## src/rtl/control_pkg.sv

```systemverilog
// control_pkg: shared state, opcode/funct, ALUOp, mux-select and trap-cause encodings
package control_pkg;

    typedef enum logic [3:0] {
        S_RESET,
        S_FETCH,
        S_FETCH_WAIT,
        S_DECODE,
        S_MEM_ADDR,
        S_MEM_READ,
        S_MEM_READ_WAIT,
        S_MEM_WB,
        S_MEM_WRITE,
        S_EXEC_R,
        S_R_WB,
        S_EXEC_I,
        S_I_WB,
        S_BRANCH,
        S_JUMP,
        S_TRAP
    } state_t;

    localparam logic [5:0] OP_R    = 6'h00;
    localparam logic [5:0] OP_J    = 6'h02;
    localparam logic [5:0] OP_BEQ  = 6'h04;
    localparam logic [5:0] OP_BNE  = 6'h05;
    localparam logic [5:0] OP_ADDI = 6'h08;
    localparam logic [5:0] OP_LW   = 6'h23;
    localparam logic [5:0] OP_SW   = 6'h2B;

    localparam logic [5:0] F_ADD = 6'h20;
    localparam logic [5:0] F_SUB = 6'h22;
    localparam logic [5:0] F_AND = 6'h24;
    localparam logic [5:0] F_XOR = 6'h26;
    localparam logic [5:0] F_SLT = 6'h2A;

    localparam logic [2:0] ALU_NONE = 3'b000;
    localparam logic [2:0] ALU_ADD  = 3'b001;
    localparam logic [2:0] ALU_SUB  = 3'b010;
    localparam logic [2:0] ALU_AND  = 3'b011;
    localparam logic [2:0] ALU_XOR  = 3'b110;
    localparam logic [2:0] ALU_CMP  = 3'b111;

    localparam logic [1:0] MTR_ALU = 2'b00;
    localparam logic [1:0] MTR_MDR = 2'b01;
    localparam logic [1:0] MTR_LT  = 2'b10;

    localparam logic [1:0] SRCB_B      = 2'b00;
    localparam logic [1:0] SRCB_4      = 2'b01;
    localparam logic [1:0] SRCB_IMM    = 2'b10;
    localparam logic [1:0] SRCB_IMM_SH = 2'b11;

    localparam logic [1:0] PCS_ALU    = 2'b00;
    localparam logic [1:0] PCS_ALUOUT = 2'b01;
    localparam logic [1:0] PCS_JUMP   = 2'b10;

    localparam logic [1:0] CAUSE_NONE    = 2'b00;
    localparam logic [1:0] CAUSE_ILLEGAL = 2'b01;
    localparam logic [1:0] CAUSE_OVF     = 2'b10;

    // Only signed add/sub R-type ops can raise an overflow trap
    function automatic logic is_add_sub(input logic [5:0] f);
        return (f == F_ADD) || (f == F_SUB);
    endfunction

endpackage

```

## src/rtl/alu_decoder.sv

```systemverilog
// alu_decoder: maps an R-type funct field to an ALUOp and flags unsupported functs
module alu_decoder
    import control_pkg::*;
(
    input  logic [5:0] i_funct,
    output logic [2:0] o_alu_op,
    output logic       o_valid
);

    // Priority-free lookup; unknown functs yield ALU_NONE with valid low
    always_comb begin
        o_alu_op = (i_funct == F_ADD) ? ALU_ADD :
                   (i_funct == F_SUB) ? ALU_SUB :
                   (i_funct == F_AND) ? ALU_AND :
                   (i_funct == F_XOR) ? ALU_XOR :
                   (i_funct == F_SLT) ? ALU_CMP : ALU_NONE;
        o_valid  = (o_alu_op != ALU_NONE);
    end

endmodule

```

## src/rtl/mips_control_fsm.sv

```systemverilog
// mips_control_fsm: multicycle MIPS control unit with memory wait states and traps
module mips_control_fsm
    import control_pkg::*;
#(
    parameter int MEM_WAIT = 1
) (
    input  logic       clk,
    input  logic       rst,
    input  logic [5:0] opcode,
    input  logic [5:0] funct,
    input  logic       zero,
    input  logic       overflow,
    output logic       PCWrite,
    output logic       IorD,
    output logic       MemWrite,
    output logic       IRWrite,
    output logic       MDRWrite,
    output logic       ABWrite,
    output logic       ALUOutWrite,
    output logic       RegWrite,
    output logic       RegDst,
    output logic [1:0] MemtoReg,
    output logic       ALUSrcA,
    output logic [1:0] ALUSrcB,
    output logic [2:0] ALUOp,
    output logic [1:0] PCSource,
    output logic       trap,
    output logic [1:0] cause
);

    localparam int W_CNT = $clog2(MEM_WAIT + 1);

    state_t             r_state;
    state_t             w_next;
    logic   [W_CNT-1:0] r_cnt;
    logic   [1:0]       r_cause;
    logic   [1:0]       w_cause;
    logic   [2:0]       w_alu_op;
    logic               w_valid;
    logic               w_wait;
    logic               w_last;

    alu_decoder u_alu_decoder (
        .i_funct (funct),
        .o_alu_op(w_alu_op),
        .o_valid (w_valid)
    );

    assign w_wait = (r_state == S_FETCH_WAIT) || (r_state == S_MEM_READ_WAIT);
    assign w_last = (r_cnt == W_CNT'(1));
    assign cause  = r_cause;

    // State register
    always_ff @(posedge clk or posedge rst) begin
        if (rst) r_state <= S_RESET;
        else     r_state <= w_next;
    end

    // Wait counter loads as a wait state is entered and counts down to 1
    always_ff @(posedge clk or posedge rst) begin
        if (rst)                                              r_cnt <= '0;
        else if (r_state == S_FETCH || r_state == S_MEM_READ) r_cnt <= W_CNT'(MEM_WAIT);
        else if (w_wait && !w_last)                           r_cnt <= r_cnt - 1'b1;
    end

    // Trap cause, latched on the transition into TRAP and held until reset
    always_ff @(posedge clk or posedge rst) begin
        if (rst) r_cause <= CAUSE_NONE;
        else     r_cause <= w_cause;
    end

    // Next-state and datapath controls; everything defaults to 0
    always_comb begin
        w_next      = r_state;
        w_cause     = r_cause;
        PCWrite     = 1'b0;
        IorD        = 1'b0;
        MemWrite    = 1'b0;
        IRWrite     = 1'b0;
        MDRWrite    = 1'b0;
        ABWrite     = 1'b0;
        ALUOutWrite = 1'b0;
        RegWrite    = 1'b0;
        RegDst      = 1'b0;
        MemtoReg    = MTR_ALU;
        ALUSrcA     = 1'b0;
        ALUSrcB     = SRCB_B;
        ALUOp       = ALU_NONE;
        PCSource    = PCS_ALU;
        trap        = 1'b0;
        case (r_state)
            S_RESET: w_next = S_FETCH;
            S_FETCH: w_next = S_FETCH_WAIT;
            S_FETCH_WAIT: begin
                if (w_last) begin
                    IRWrite = 1'b1;
                    PCWrite = 1'b1;
                    ALUSrcB = SRCB_4;
                    ALUOp   = ALU_ADD;
                    w_next  = S_DECODE;
                end
            end
            S_DECODE: begin
                ABWrite     = 1'b1;
                ALUOutWrite = 1'b1;
                ALUSrcB     = SRCB_IMM_SH;
                ALUOp       = ALU_ADD;
                w_next      = (opcode == OP_LW || opcode == OP_SW)  ? S_MEM_ADDR :
                              (opcode == OP_R)                      ? S_EXEC_R   :
                              (opcode == OP_ADDI)                   ? S_EXEC_I   :
                              (opcode == OP_BEQ || opcode == OP_BNE) ? S_BRANCH  :
                              (opcode == OP_J)                      ? S_JUMP     : S_TRAP;
                w_cause     = (w_next == S_TRAP) ? CAUSE_ILLEGAL : r_cause;
            end
            S_MEM_ADDR: begin
                ALUSrcA     = 1'b1;
                ALUSrcB     = SRCB_IMM;
                ALUOp       = ALU_ADD;
                ALUOutWrite = 1'b1;
                w_next      = (opcode == OP_LW) ? S_MEM_READ : S_MEM_WRITE;
            end
            S_MEM_READ: begin
                IorD   = 1'b1;
                w_next = S_MEM_READ_WAIT;
            end
            S_MEM_READ_WAIT: begin
                IorD     = 1'b1;
                MDRWrite = w_last;
                w_next   = w_last ? S_MEM_WB : S_MEM_READ_WAIT;
            end
            S_MEM_WB: begin
                RegWrite = 1'b1;
                MemtoReg = MTR_MDR;
                w_next   = S_FETCH;
            end
            S_MEM_WRITE: begin
                IorD     = 1'b1;
                MemWrite = 1'b1;
                w_next   = S_FETCH;
            end
            S_EXEC_R: begin
                ALUSrcA     = 1'b1;
                ALUOutWrite = 1'b1;
                ALUOp       = w_alu_op;
                w_next      = (!w_valid || (overflow && is_add_sub(funct))) ? S_TRAP : S_R_WB;
                w_cause     = !w_valid ? CAUSE_ILLEGAL :
                              (overflow && is_add_sub(funct)) ? CAUSE_OVF : r_cause;
            end
            S_R_WB: begin
                RegWrite = 1'b1;
                RegDst   = 1'b1;
                MemtoReg = (funct == F_SLT) ? MTR_LT : MTR_ALU;
                w_next   = S_FETCH;
            end
            S_EXEC_I: begin
                ALUSrcA     = 1'b1;
                ALUSrcB     = SRCB_IMM;
                ALUOp       = ALU_ADD;
                ALUOutWrite = 1'b1;
                w_next      = overflow ? S_TRAP : S_I_WB;
                w_cause     = overflow ? CAUSE_OVF : r_cause;
            end
            S_I_WB: begin
                RegWrite = 1'b1;
                w_next   = S_FETCH;
            end
            S_BRANCH: begin
                ALUSrcA  = 1'b1;
                ALUOp    = ALU_SUB;
                PCSource = PCS_ALUOUT;
                PCWrite  = (opcode == OP_BEQ) ? zero : ~zero;
                w_next   = S_FETCH;
            end
            S_JUMP: begin
                PCWrite  = 1'b1;
                PCSource = PCS_JUMP;
                w_next   = S_FETCH;
            end
            S_TRAP: trap = 1'b1;
            default: w_next = S_RESET;
        endcase
    end

endmodule

```

## config.mk

```make
export PLATFORM = sky130hd
export DESIGN_NAME = mips_control_fsm
export DESIGN_NICKNAME = d
export VERILOG_FILES = /design/src/rtl/control_pkg.sv /design/src/rtl/alu_decoder.sv /design/src/rtl/mips_control_fsm.sv
export SDC_FILE = /design/constraint.sdc
export NUM_CORES = 1
export LEC_CHECK = 0
export ABC_AREA = 1
export CAP_MARGIN = 30
export CORE_MARGIN = 2
export CORE_UTILIZATION = 44
export CTS_CLUSTER_DIAMETER = 60
export DETAILED_ROUTE_END_ITERATION = 10
export GPL_TIMING_DRIVEN = 0
export PLACE_DENSITY = 0.94
export SLEW_MARGIN = 20
export SYNTH_ARGS = -nofsm -noshare
export SYNTH_HDL_FRONTEND = slang
export SYNTH_SLANG_ARGS = --single-unit
export TNS_END_PERCENT = 1
```

## constraint.sdc

```tcl
create_clock -name clk -period 2.5 [get_ports clk]
set_input_delay 0.5 -clock clk [delete_from_list [all_inputs] [get_ports clk]]
set_output_delay 0.5 -clock clk [all_outputs]
set_load 0.05 [all_outputs]
```

# Word-level counts from Yosys, hierarchy flattened
# Cells that the tools add are included.
[op_classes] n_bitwise=1 order_cmp=0 mul=0 eq_ne=31 reduce_logical=25 muxes=43 n_div=0 n_shift=0 addsub=1
[op_table] operator="== test 6 bit (second input constant)" n=7
[op_table] operator="== test 4 bit (second input constant)" n=9
[op_table] operator="one-hot mux 4 bit (9 select lines)" n=1
[op_table] operator="two-way mux 3 bit" n=8
[op_table] operator="two-way mux 1 bit" n=18
[op_table] operator="== test 4 x 3 -> 1 bit (second input constant)" n=4
[op_table] operator="two-way mux 2 bit" n=7
[op_table] operator="== test 6 x 3 -> 1 bit (second input constant)" n=2
[op_table] operator="two-way mux 4 bit" n=3
[op_table] operator="one-hot mux 2 bit (3 select lines)" n=2
[op_table] operator="one-hot mux 3 bit (4 select lines)" n=1
[op_table] operator="nonzero test 9 bit" n=1
[op_table] operator="OR reduction 3 bit" n=3
[op_table] operator="== test 4 x 2 -> 1 bit (second input constant)" n=2
[op_table] operator="one-hot mux 2 bit (2 select lines)" n=2
[op_table] operator="OR reduction 4 bit" n=2
[op_table] operator="OR reduction 7 bit" n=1
[op_table] operator="== test 6 x 2 -> 1 bit (second input constant)" n=1
[op_table] operator="== test 6 x 4 -> 1 bit (second input constant)" n=1
[op_table] operator="logical NOT 6 bit" n=1
[op_table] operator="logical OR 1 bit" n=6
[op_table] operator="!= test 2 bit (second input constant)" n=3
[op_table] operator="nonzero test 3 bit" n=2
[op_table] operator="== test 4 x 1 -> 1 bit (second input constant)" n=1
[op_table] operator="other kinds (11)" n=13
[word_totals] mem_count=0 elab_cells=104 ram_bits=0 inputBits=16 latchBits=0 out_inout_bits=22 ff_bits=7 romBits=0

# Logic depth before layout (Yosys ltp)
# Gate-level depths: netlist of run 1.
[logic_depth] depth_word=11 ltp_mapped=11 mapped_depth_nobuf=11

# Cells and area by module
# From an unflattened synthesis of run 1, not the netlist that was laid out.
[unflattened] cells_unflattened=175 area_unflattened_um2=912.1
[by_module_without_submodules] mod="mips_control_fsm" cells_each=150 seq_area_each_um2=175.2 n_inst=1 area_per_inst_um2=798.3
[by_module_without_submodules] mod="alu_decoder" cells_each=25 seq_area_each_um2=0.0 n_inst=1 area_per_inst_um2=113.9

# Least setup slack after synthesis of run 1
# OpenSTA, ideal clock, no wires.
[synth_path] path_kind="register -> output" from="register r_state[1]" to="output PCWrite" arrival_time_ns=2.312 stages_incl_launch_ff=6 slack_ns=-0.312 path_buffers=0 required_ns=2.000 cell_sequence="dfrtp_1 nor2_2 inv_2 nor2_1 inv_1 o221ai_1"
[synth_between] elab_chain_cells=2 word_cells_on_any_way=4 classes_between="eq/ne (3); mux (1)"
[synth_rtl] item="start: declaration" line="mips_control_fsm.sv:33" text="state_t r_state;"
[synth_rtl] item="start signal: assignment" line="mips_control_fsm.sv:56" text="else r_state <= w_next;"
[synth_rtl] item="== test 4 bit or == test 4 x 2 -> 1 bit (tied branches)" line="mips_control_fsm.sv:91" text="case (r_state)"
[synth_rtl] item="one-hot mux 1 bit (3 select lines) (*)" line="mips_control_fsm.sv:91"
[synth_rtl] item="end: declaration" line="mips_control_fsm.sv:13" text="output logic PCWrite,"
# Every way passes the cells marked *; elsewhere a longest branch is shown, timed or not.

# Worst setup path after layout of run 1
[layout_path] from="register r_state[1]" to="output ALUSrcA"
[layout_between] elab_chain_cells=3 word_cells_on_any_way=6 classes_between="eq/ne (4); mux (1); reduce/logical (1)"
[layout_rtl] item="== test 4 bit or == test 4 x 3 -> 1 bit (tied branches)" line="mips_control_fsm.sv:91"
[layout_rtl] item="OR reduction 4 bit (no source line) (*)"
[layout_rtl] item="two-way mux 1 bit (*)" line="mips_control_fsm.sv:91"
[layout_rtl] item="end: declaration" line="mips_control_fsm.sv:23" text="output logic ALUSrcA,"
# Marks and branches as above.

==> impl_metrics.tcl, run 1 <==
set metrics [dict create \
    status "completed" \
    p_leak_nw 0.7097 \
    path_cells "or2_1 > nor2_2 > nor2_1 > o21ai_0 > clkdlybuf4s15_1" \
    grt_pass1_wl_um 3760 \
    setup_viol 0 \
    yosysTopAreaCellShare_pct 21.51 \
    pwr-share-seq_pct 41.6 \
    multi_input_area_um2 554.3 \
    synthTopCellsByCount "45 x nand2_1, 26 x nor2_1, 23 x inv_1, 13 x nand3_1, 7 x dfrtp_1" \
    async_flop_share_pct 100.0 \
    dpl.hpwl_um 2033 \
    drc 0 \
    critPathArrivalTime_ns 1.93 \
    start_kind "register" \
    required_ns 2.00 \
    htree_levels 1 \
    port_buffers 37 \
    drt_iter0_drc 33 \
    die_area_um2 2211 \
    wl_um 2426 \
    power_w 0.0002727 \
    die_h_um 47.03 \
    synth_cell_type_count 24 \
    fin_crit_ns 2.429 \
    clkPwrFrac_pct 39.8 \
    numCtsBuffers 3 \
    yosysTopAreaCell "dfrtp_1" \
    fin_area_um2 1257 \
    yosys_register_bits 7 \
    relSlewSlack_pct 66.26 \
    overflow 0 \
    instances_no_fill 217 \
    layout-drive-gt1-share_pct 14.58 \
    cts.reportedPaths.clkPinSlew_ns 0.06 \
    synth_area_per_cell_um2 5.394 \
    p_sw_w 0.00007078 \
    nNetsFinal 209 \
    grt_usage_pct 23.84 \
    use_met3_pct 5.385 \
    rr_startpoint "r_state[2]" \
    final-seq-area_um2 175.2 \
    synth_edf_count 0 \
    path_max_fanout 7 \
    synth_ff_type "dfrtp_1" \
    cp-end-kind "output pin" \
    routed_via_density 5.281 \
    cts_buffer_depth 2 \
    max_stage_delay_ns 0.53 \
    internal-power_w 0.0002019 \
    grt_pass1_vias 945 \
    post-synth-top-count-cell "nand2_1" \
    met2_usage_pct 41.37 \
    start_util_pct 47.17 \
    die_x_um 47.03 \
    worst-setup-path-type "reg -> out" \
    clk-insertion-delay-late_ns 0.26 \
    rows 15 \
    syn_inst 151 \
    timing.fmax_mhz 411.7 \
    diodes 0 \
    ys_seq_area_share_pct 21.51 \
    area_growth_syn_to_layout_pct 54.38 \
    cap_violations 0 \
    yosysWarnings 0 \
    p_sw_share_pct 25.96 \
    met1_usage_pct 28.84 \
    syn_area_um2 814.5 \
    reg2reg_to "cause[0]" \
    slowest_stage "clkdlybuf4s15_1" \
    drtPass1Iterations 4 \
    fillCellCount 155 \
    finalHoldViolations 0 \
    vias 1146 \
    root_buffer "clkbuf_4" \
    dp.cells 213 \
    antenna_found_initial 0 \
    slew_violations 0 \
    rsz0062_at_grt "yes" \
    boundaryPins 38 \
    worst_pin_slew_ns 0.5052 \
    setup_tns_ns 0 \
    gp_congestion 0.8938 \
    finalCritPeriodShare_pct 97.15 \
    worst_clock_skew_ns 0.002878 \
    hp-class "in -> async" \
    reg2regPathDepth 10 \
    cts_setup_buffers 0 \
    place_area_um2 1225 \
    grt_max_degree 8 \
    wl_per_cell_um 11.18 \
    core-area_um2 1727 \
    busiest_layer "met2" \
    clock_sinks 7 \
    peakVddDrop_v 0.0001531 \
    synthTopCellsByArea "dfrtp_1 22%, nand2_1 21%, nor2_1 12%, inv_1 11%, nand3_1 8.0%" \
    reg2reg_setup_slack_ns 1.09 \
    ant_nets 0 \
    cts_tree "built" \
    syn_nets 167 \
    p_comb_share_pct 18.6 \
    p_per_area_nw_per_um2 216.9 \
]
[state kept, by name, summed over array words and instances, names as in the netlist]
signal   flops
r_state      4
r_cnt        1
cause        2
[how the worst max path moves through the flow]
stage                          start       end
after floorplan             funct[5]  ALUOp[1]
after global placement      funct[5]  ALUOp[1]
after detailed placement    funct[5]  ALUOp[1]
after CTS                  opcode[2]   PCWrite
after global routing      r_state[1]   ALUSrcA
final                     r_state[1]   ALUSrcA
[cell families after synthesis]
logic type	Yosys count	synth area share, %
AO/OA/AOI/OAI	11	7.989
AND/OR/NAND/NOR	103	56.07
XOR/XNOR	1	1.075
flip-flops	7	21.51
buffers and inverters	29	13.36
[layout make-up]
class / count / area share (%)
clock buffer: 4 / 2.090
multi-input combinational: 115 / 44.08
inverter: 29 / 8.657
sequential: 7 / 13.93
timing repair buffer: 37 / 28.76
tap: 25 / 2.488
[power by group through the flow]
stage	Sequential [W]	Clock (W)	Combinational, W
after global placement	0.000115	0	0.0000460
after CTS	0.000113	0.000109	0.0000485
after global routing	0.000113	0.000118	0.0000567
after detailed placement	0.000115	0	0.0000483
after floorplan	0.000115	0	0.0000168
final	0.000113	0.000109	0.0000508
[placed cells by master (no fill, tap or decap), drive strengths merged, types with 2 or more instances in the layout]
cell type / instances
a21oi: 2
buf: 2
clkbuf: 6
clkdlybuf4s15: 4
clkdlybuf4s50: 20
dfrtp: 7
dlygate4sd2: 5
dlymetal6s2s: 4
inv: 29
nand2: 48
nand3: 13
nand4: 6
nor2: 30
o21ai: 5
or2: 2
[worst max-delay path: cells and delay by family (launching register included)]
kind / cells / cell delay [ns]
AND/OR/NAND/NOR: 3 / 0.60
buffers and inverters: 1 / 0.53
flip-flops: 1 / 0.45
AO/OA/AOI/OAI: 1 / 0.09
[timing repair]
action,in CTS,in global routing
endpoints found under the setup margin,13,12
gates resized for setup,31,14
hold buffers,0,0
[through the flow]
step                      setup WS [ns]  utilization, %  hold slack, ns
final                           0.07130           72.83          0.4574
after global routing           -0.01601           72.83          0.4868
after CTS                      0.003511           71.59          0.4663
after detailed placement        -0.5898           70.94          0.4595
after global placement          -0.5407           70.94          0.4578
after floorplan                -0.07826               -          0.3034
[metal layers]
metal  vias up  share of wire, %
met3        10               6.8
met1       518                40
li1        560                 -
met5         -                 0
met4         0               2.0
met2        58                51
Power figures use the tool's default switching activity.
==> run 2, diff against run 1 <==
Settings changed: CORE_UTILIZATION 44 to 37, PLACE_DENSITY 0.94 to 0.85.
Clock period 2.5 ns to 2.1 ns, I/O delays scaled along.
==> run 2 against run 1 <==
Against the previous run: the run now ends with negative setup slack left; sequential cell count stayed put; non-clock buffer count is 1 higher; global-route usage shrank 3.9 points; clock power rose by 11%; clock skew hardly changed; utilization fell by 9.1 points; worst hold slack got worse by 0.063 ns; via count shrank 2.2%; final cell count rose by 1.4%; power is 18% higher; final area increased by 2.5%; first-iteration DRC count decreased by 42%; critical endpoint is now ALUOp[1].
==> impl_metrics.tcl, run 2 (synthesized netlist as in run 1, its figures left out) <==
set metrics [dict create \
    status "complete, but fails checks" \
    violations "negative setup slack" \
    grt_max_degree 8 \
    path_max_fanout 4 \
    overflow 0 \
    rsz0062_at_grt "yes" \
    rr_startpoint "r_state[2]" \
    worst_pin_slew_ns 0.4951 \
    area_growth_syn_to_layout_pct 58.22 \
    nNetsFinal 210 \
    port_buffers 37 \
    rows 16 \
    timing.fmax_mhz 465.8 \
    drc 0 \
    hp-class "in -> async" \
    mostFrequentLayoutCells "44 x nand2_1, 22 x inv_1, 17 x nor2_1, 17 x clkdlybuf4s50_1, 11 x nor2_2" \
    holdBufCountCts 0 \
    setup_viol 1 \
    numCtsBuffers 3 \
    grt_pass1_vias 1020 \
    start_kind "input pin" \
    cp-end-kind "output pin" \
    root_buffer "clkbuf_4" \
    reg2regPathDepth 6 \
    cap_violations 0 \
    worst-setup-path-type "in -> out" \
    setup_tns_ns -0.04691 \
    layout-drive-gt1-share_pct 28.50 \
    start_util_pct 40.28 \
    clk-insertion-delay-late_ns 0.25 \
    largest_reg_flops 4 \
    post-route-util_pct 63.74 \
    boundaryPins 38 \
    finalHoldViolations 0 \
    relSlewSlack_pct 66.89 \
    reg2reg_setup_slack_ns 0.68 \
    cts_tree "built" \
    finalCritPeriodShare_pct 102.2 \
    fin_crit_ns 2.147 \
    die_x_um 50.92 \
    clkPwrFrac_pct 37.7 \
    wl_per_cell_um 11.30 \
    core-area_um2 2022 \
    routed_via_density 5.095 \
    p_sw_w 0.00007965 \
    htree_levels 1 \
    pwr-share-seq_pct 42.0 \
    p_sw_share_pct 24.79 \
    reg2reg_to "r_state[1]" \
    dpl.hpwl_um 2024 \
    internal-power_w 0.0002416 \
    dp_slack_ns -0.8146 \
    antenna_found_initial 0 \
    drt_iter0_drc 19 \
    grt_pass1_wl_um 4064 \
    peakVddDrop_v 0.0004147 \
    diodes 0 \
    slew_violations 0 \
    cts.reportedPaths.clkPinSlew_ns 0.05 \
    ant_nets 0 \
    wl_um 2487 \
    drtPass1Iterations 4 \
    setup_slack_ns -0.04691 \
    p_per_area_nw_per_um2 249.3 \
    p_comb_share_pct 20.3 \
    clock_sinks 7 \
    layout_commonest_cell "nand2_1" \
    vias 1121 \
    worst_clock_skew_ns 0.002911 \
    die_h_um 50.92 \
    cts_buffer_depth 2 \
    die_area_um2 2593 \
    gp_congestion 0.8886 \
    largest-register "r_state" \
    p_leak_nw 0.6723 \
    critPathArrivalTime_ns 1.73 \
    required_ns 1.68 \
    grt_usage_pct 19.94 \
]
## run 2: cell count changes in the layout (fill, tap and decap cells not counted), moves of 2 or more
cell	change
dlygate4sd2_1	-3
buf_2	+3
dfrtp_2	+2
dfrtp_1	-2
clkbuf_2	+2
buf_6	+4
clkdlybuf4s50_1	-3
nand3_1	-2
nor2_2	+7
clkdlybuf4s15_2	+2
nor2_1	-7
dlymetal6s2s_1	-4
nand3_2	+2
## run 2: per-stage QoR
| step | hold slack, ns | cell area [µm²] | total power [W] | std cells |
|---|---|---|---|---|
| 3_5_place_dp | 0.4570 | 1240 | 0.0001950 | 215 |
| 5_1_grt | 0.4168 | 1289 | 0.0003409 | 220 |
| 3_3_place_gp | 0.4595 | 1240 | 0.0001926 | 215 |
| 2_1_floorplan | 0.2234 | 835.8 | 0.0001577 | 151 |
| 4_1_cts | 0.3916 | 1236 | 0.0003186 | 219 |
| 6_report | 0.3940 | 1289 | 0.0003212 | 220 |
## run 2: worst max path at each step
stage,cells after the start,to,start,slack (ns)
2_1_floorplan,5,ALUOp[0],r_state[2],-0.09
3_3_place_gp,8,ALUOp[1],funct[5],-0.77
3_5_place_dp,8,ALUOp[1],funct[5],-0.81
4_1_cts,5,ALUSrcA,r_state[1],-0.22
5_1_grt,7,ALUOp[1],funct[3],-0.11
6_report,7,ALUOp[1],funct[3],-0.05
## run 2: metal layers
| layer | vias up | wire length [µm] | global-route usage, % |
|---|---|---|---|
| met5 | - | 0 | 0 |
| met4 | 0 | 72 | 7.658 |
| met3 | 8 | 123 | 3.801 |
| met2 | 49 | 1249 | 35.93 |
| met1 | 508 | 1043 | 23.01 |
| li1 | 556 | - | - |
## run 2: critical path, stage by stage
cell and delay, ns:
clkdlybuf4s50_1 0.47, nor2_1 0.20, nand3_2 0.13, nand2_2 0.13, nand2_1 0.06, o21ai_1 0.14, buf_6 0.18
## run 2: cell type report
class | count | area, µm²
clock buffers | 4 | 26.28
fillers | 202 | 733.2
inverters | 29 | 108.9
multi-input cells | 115 | 596.8
flip-flops and latches | 7 | 177.7
well taps | 27 | 33.78
repair buffers | 38 | 345.3
## run 2: power by group through the flow
stage / combinational [W] / clock (W) / sequential (W)
floorplan: 0.0000203 / 0 / 0.000137
global placement: 0.0000552 / 0 / 0.000137
detailed placement: 0.0000577 / 0 / 0.000137
CTS: 0.0000586 / 0.000125 / 0.000135
global route: 0.0000710 / 0.000135 / 0.000135
finish: 0.0000652 / 0.000121 / 0.000135
## run 2: what timing repair did
action | in CTS | in global routing
gates resized for setup | 68 | 34
setup endpoints to repair | 20 | 17
pin swaps | 0 | 1
setup buffers | 0 | 1
==> run 3, diff against run 2 <==
Settings changed: CORE_UTILIZATION 37 to 44, PLACE_DENSITY 0.85 to 0.94.
Clock period 2.1 ns to 2.6 ns, I/O delays scaled along.
==> run 3 against run 2 <==
Against the previous run: the flow now finishes without violations; worst setup slack improved by 0.12 ns; first-iteration DRC count increased by 120%; register-to-register slack improved by 0.46 ns; combinational power decreased by 27%; sequential share of layout area increased by 0.31 points; utilization increased by 8.2 points; final area decreased by 3.6%; worst hold slack improved by 0.070 ns; clock power decreased by 16%; sequential power decreased by 19%; clock skew increased by 0.0049 ns.
==> impl_metrics.tcl, run 3 (synthesized netlist as in run 1, its figures left out) <==
set metrics [dict create \
    clock_sinks 7 \
    fin_crit_ns 2.530 \
    grt_pass1_vias 975 \
    start_util_pct 47.17 \
    finalHoldViolations 0 \
    cts_buffer_depth 2 \
    ant_nets 0 \
    path_delay_family "buffers and inverters" \
    root_buffer "clkbuf_4" \
    cts_tree "built" \
    slowest_stage "clkdlybuf4s50_1" \
    required_ns 2.08 \
    status "completed" \
    hold-worst-slack_ns 0.4637 \
    slew_violations 0 \
    routed_via_density 5.143 \
    numCtsBuffers 3 \
    worst_clock_skew_ns 0.007837 \
    use_met3_pct 4.615 \
    start_kind "input pin" \
    critPathArrivalTime_ns 2.01 \
    place_area_um2 1222 \
    grt_pass1_wl_um 3939 \
    diodes 0 \
    critPathBufInv 3 \
    gp_congestion 0.8823 \
    die_h_um 47.03 \
    instances_no_fill 217 \
    finalCritPeriodShare_pct 97.31 \
    core-area_um2 1727 \
    cts.reportedPaths.clkPinSlew_ns 0.05 \
    largest_reg_flops 4 \
    met2_usage_pct 46.30 \
    max_stage_delay_ns 0.49 \
    busiest_layer "met2" \
    rows 15 \
    pwr-share-seq_pct 42.2 \
    final-seq-area_um2 175.2 \
    largest-register "r_state" \
    overflow 0 \
    drc 0 \
    worst-setup-path-type "in -> out" \
    vias 1116 \
    path_cells "clkdlybuf4s50_1 > inv_1 > nor2_1 > nand3_1 > xnor2_1 > o221ai_2 > clkdlybuf4s15_2" \
    dpl.hpwl_um 1996 \
    hp-class "reg -> reg" \
    grt_usage_pct 25.10 \
    drtPass1Iterations 4 \
    port_buffers 37 \
    peakVddDrop_v 0.0002569 \
    layout_commonest_cell "nand2_1" \
    timing.fmax_mhz 395.2 \
    relSlewSlack_pct 66.19 \
    clk-insertion-delay-late_ns 0.26 \
    cp-end-kind "output pin" \
    worst_pin_slew_ns 0.5063 \
    wl_um 2365 \
    internal-power_w 0.0001936 \
    die_area_um2 2211 \
    dp.cells 213 \
    p_leak_nw 0.6716 \
    fillCellCount 166 \
    wl_per_cell_um 10.90 \
    post-route-util_pct 71.96 \
    multi_input_area_um2 541.8 \
    area_growth_syn_to_layout_pct 52.53 \
    met1_usage_pct 28.37 \
    p_sw_share_pct 25.10 \
    p_comb_share_pct 18.3 \
    nNetsFinal 209 \
    fin_area_um2 1242 \
    htree_levels 1 \
    p_per_area_nw_per_um2 208.1 \
    holdBufCountCts 0 \
    die_x_um 47.03 \
    rsz0062_at_grt "yes" \
    mostFrequentLayoutCells "44 x nand2_1, 25 x nor2_1, 23 x inv_1, 23 x clkdlybuf4s50_1, 13 x nand3_1" \
    clkPwrFrac_pct 39.5 \
    drt_iter0_drc 42 \
    p_sw_w 0.00006488 \
    grt_max_degree 8 \
    path_max_fanout 3 \
    setup_viol 0 \
    antenna_found_initial 0 \
    layout-drive-gt1-share_pct 13.54 \
    boundaryPins 38 \
    cap_violations 0 \
]
## run 3: area by class of cell
type / count / share of cell area, %
timing repair buffer: 37 / 28.90
inverter: 29 / 8.761
multi-input combinational: 115 / 43.61
tap: 25 / 2.518
clock buffer: 4 / 2.115
sequential: 7 / 14.10
## run 3: path summary, 6_finish.rpt
| check | cells past startpoint | slack [ns] | to | from |
|---|---|---|---|---|
| worst max-delay path | 7 | 0.07 | PCWrite | opcode[2] |
| worst min-delay path | 2 | 0.46 | cause[0] | cause[0] |
| worst max register to register | 5 | 1.14 | r_state[2] | r_state[1] |
| worst min register to register | 2 | 0.46 | cause[0] | cause[0] |
| max in group asynchronous | 2 | 1.91 | cause[1] | rst |
| min in group asynchronous | 2 | 0.48 | r_state[3] | rst |
## run 3: worst register-to-register path: stages, from the launching register on
cell	delay (ns)
dfrtp_1	0.45
or2_1	0.33
nand3_1	0.16
nor2_1	0.08
nor3b_1	0.18
nand4_1	0.12
## run 3: metal layers
layer / vias up / routed length, µm
met5: - / 0
met2: 52 / 1239
met1: 500 / 949
met3: 4 / 146
met4: 0 / 30
li1: 560 / -
## run 3: stage by stage
stage                     total power [W]  setup WS, ns  setup TNS, ns
after floorplan                 0.0001271      -0.09208        -0.1103
after global placement          0.0001553       -0.5072         -1.652
after detailed placement        0.0001573       -0.5140         -1.798
after CTS                       0.0002622      -0.08104       -0.08104
after global routing            0.0002761       0.01238              0
final                           0.0002585       0.06995              0
## run 3: what timing repair did
action / CTS / global route
endpoints found under the hold margin: 0 / 0
gates resized for setup: 22 / 12
buffers inserted: 0 / 0
endpoints found under the setup margin: 12 / 7
## run 3: power groups by stage
stage,combinational (W),clock [W],sequential (W)
5_1_grt,0.0000526,0.000115,0.000109
3_3_place_gp,0.0000444,0,0.000111
6_report,0.0000473,0.000102,0.000109
3_5_place_dp,0.0000464,0,0.000111
4_1_cts,0.0000464,0.000107,0.000109
2_1_floorplan,0.0000162,0,0.000111
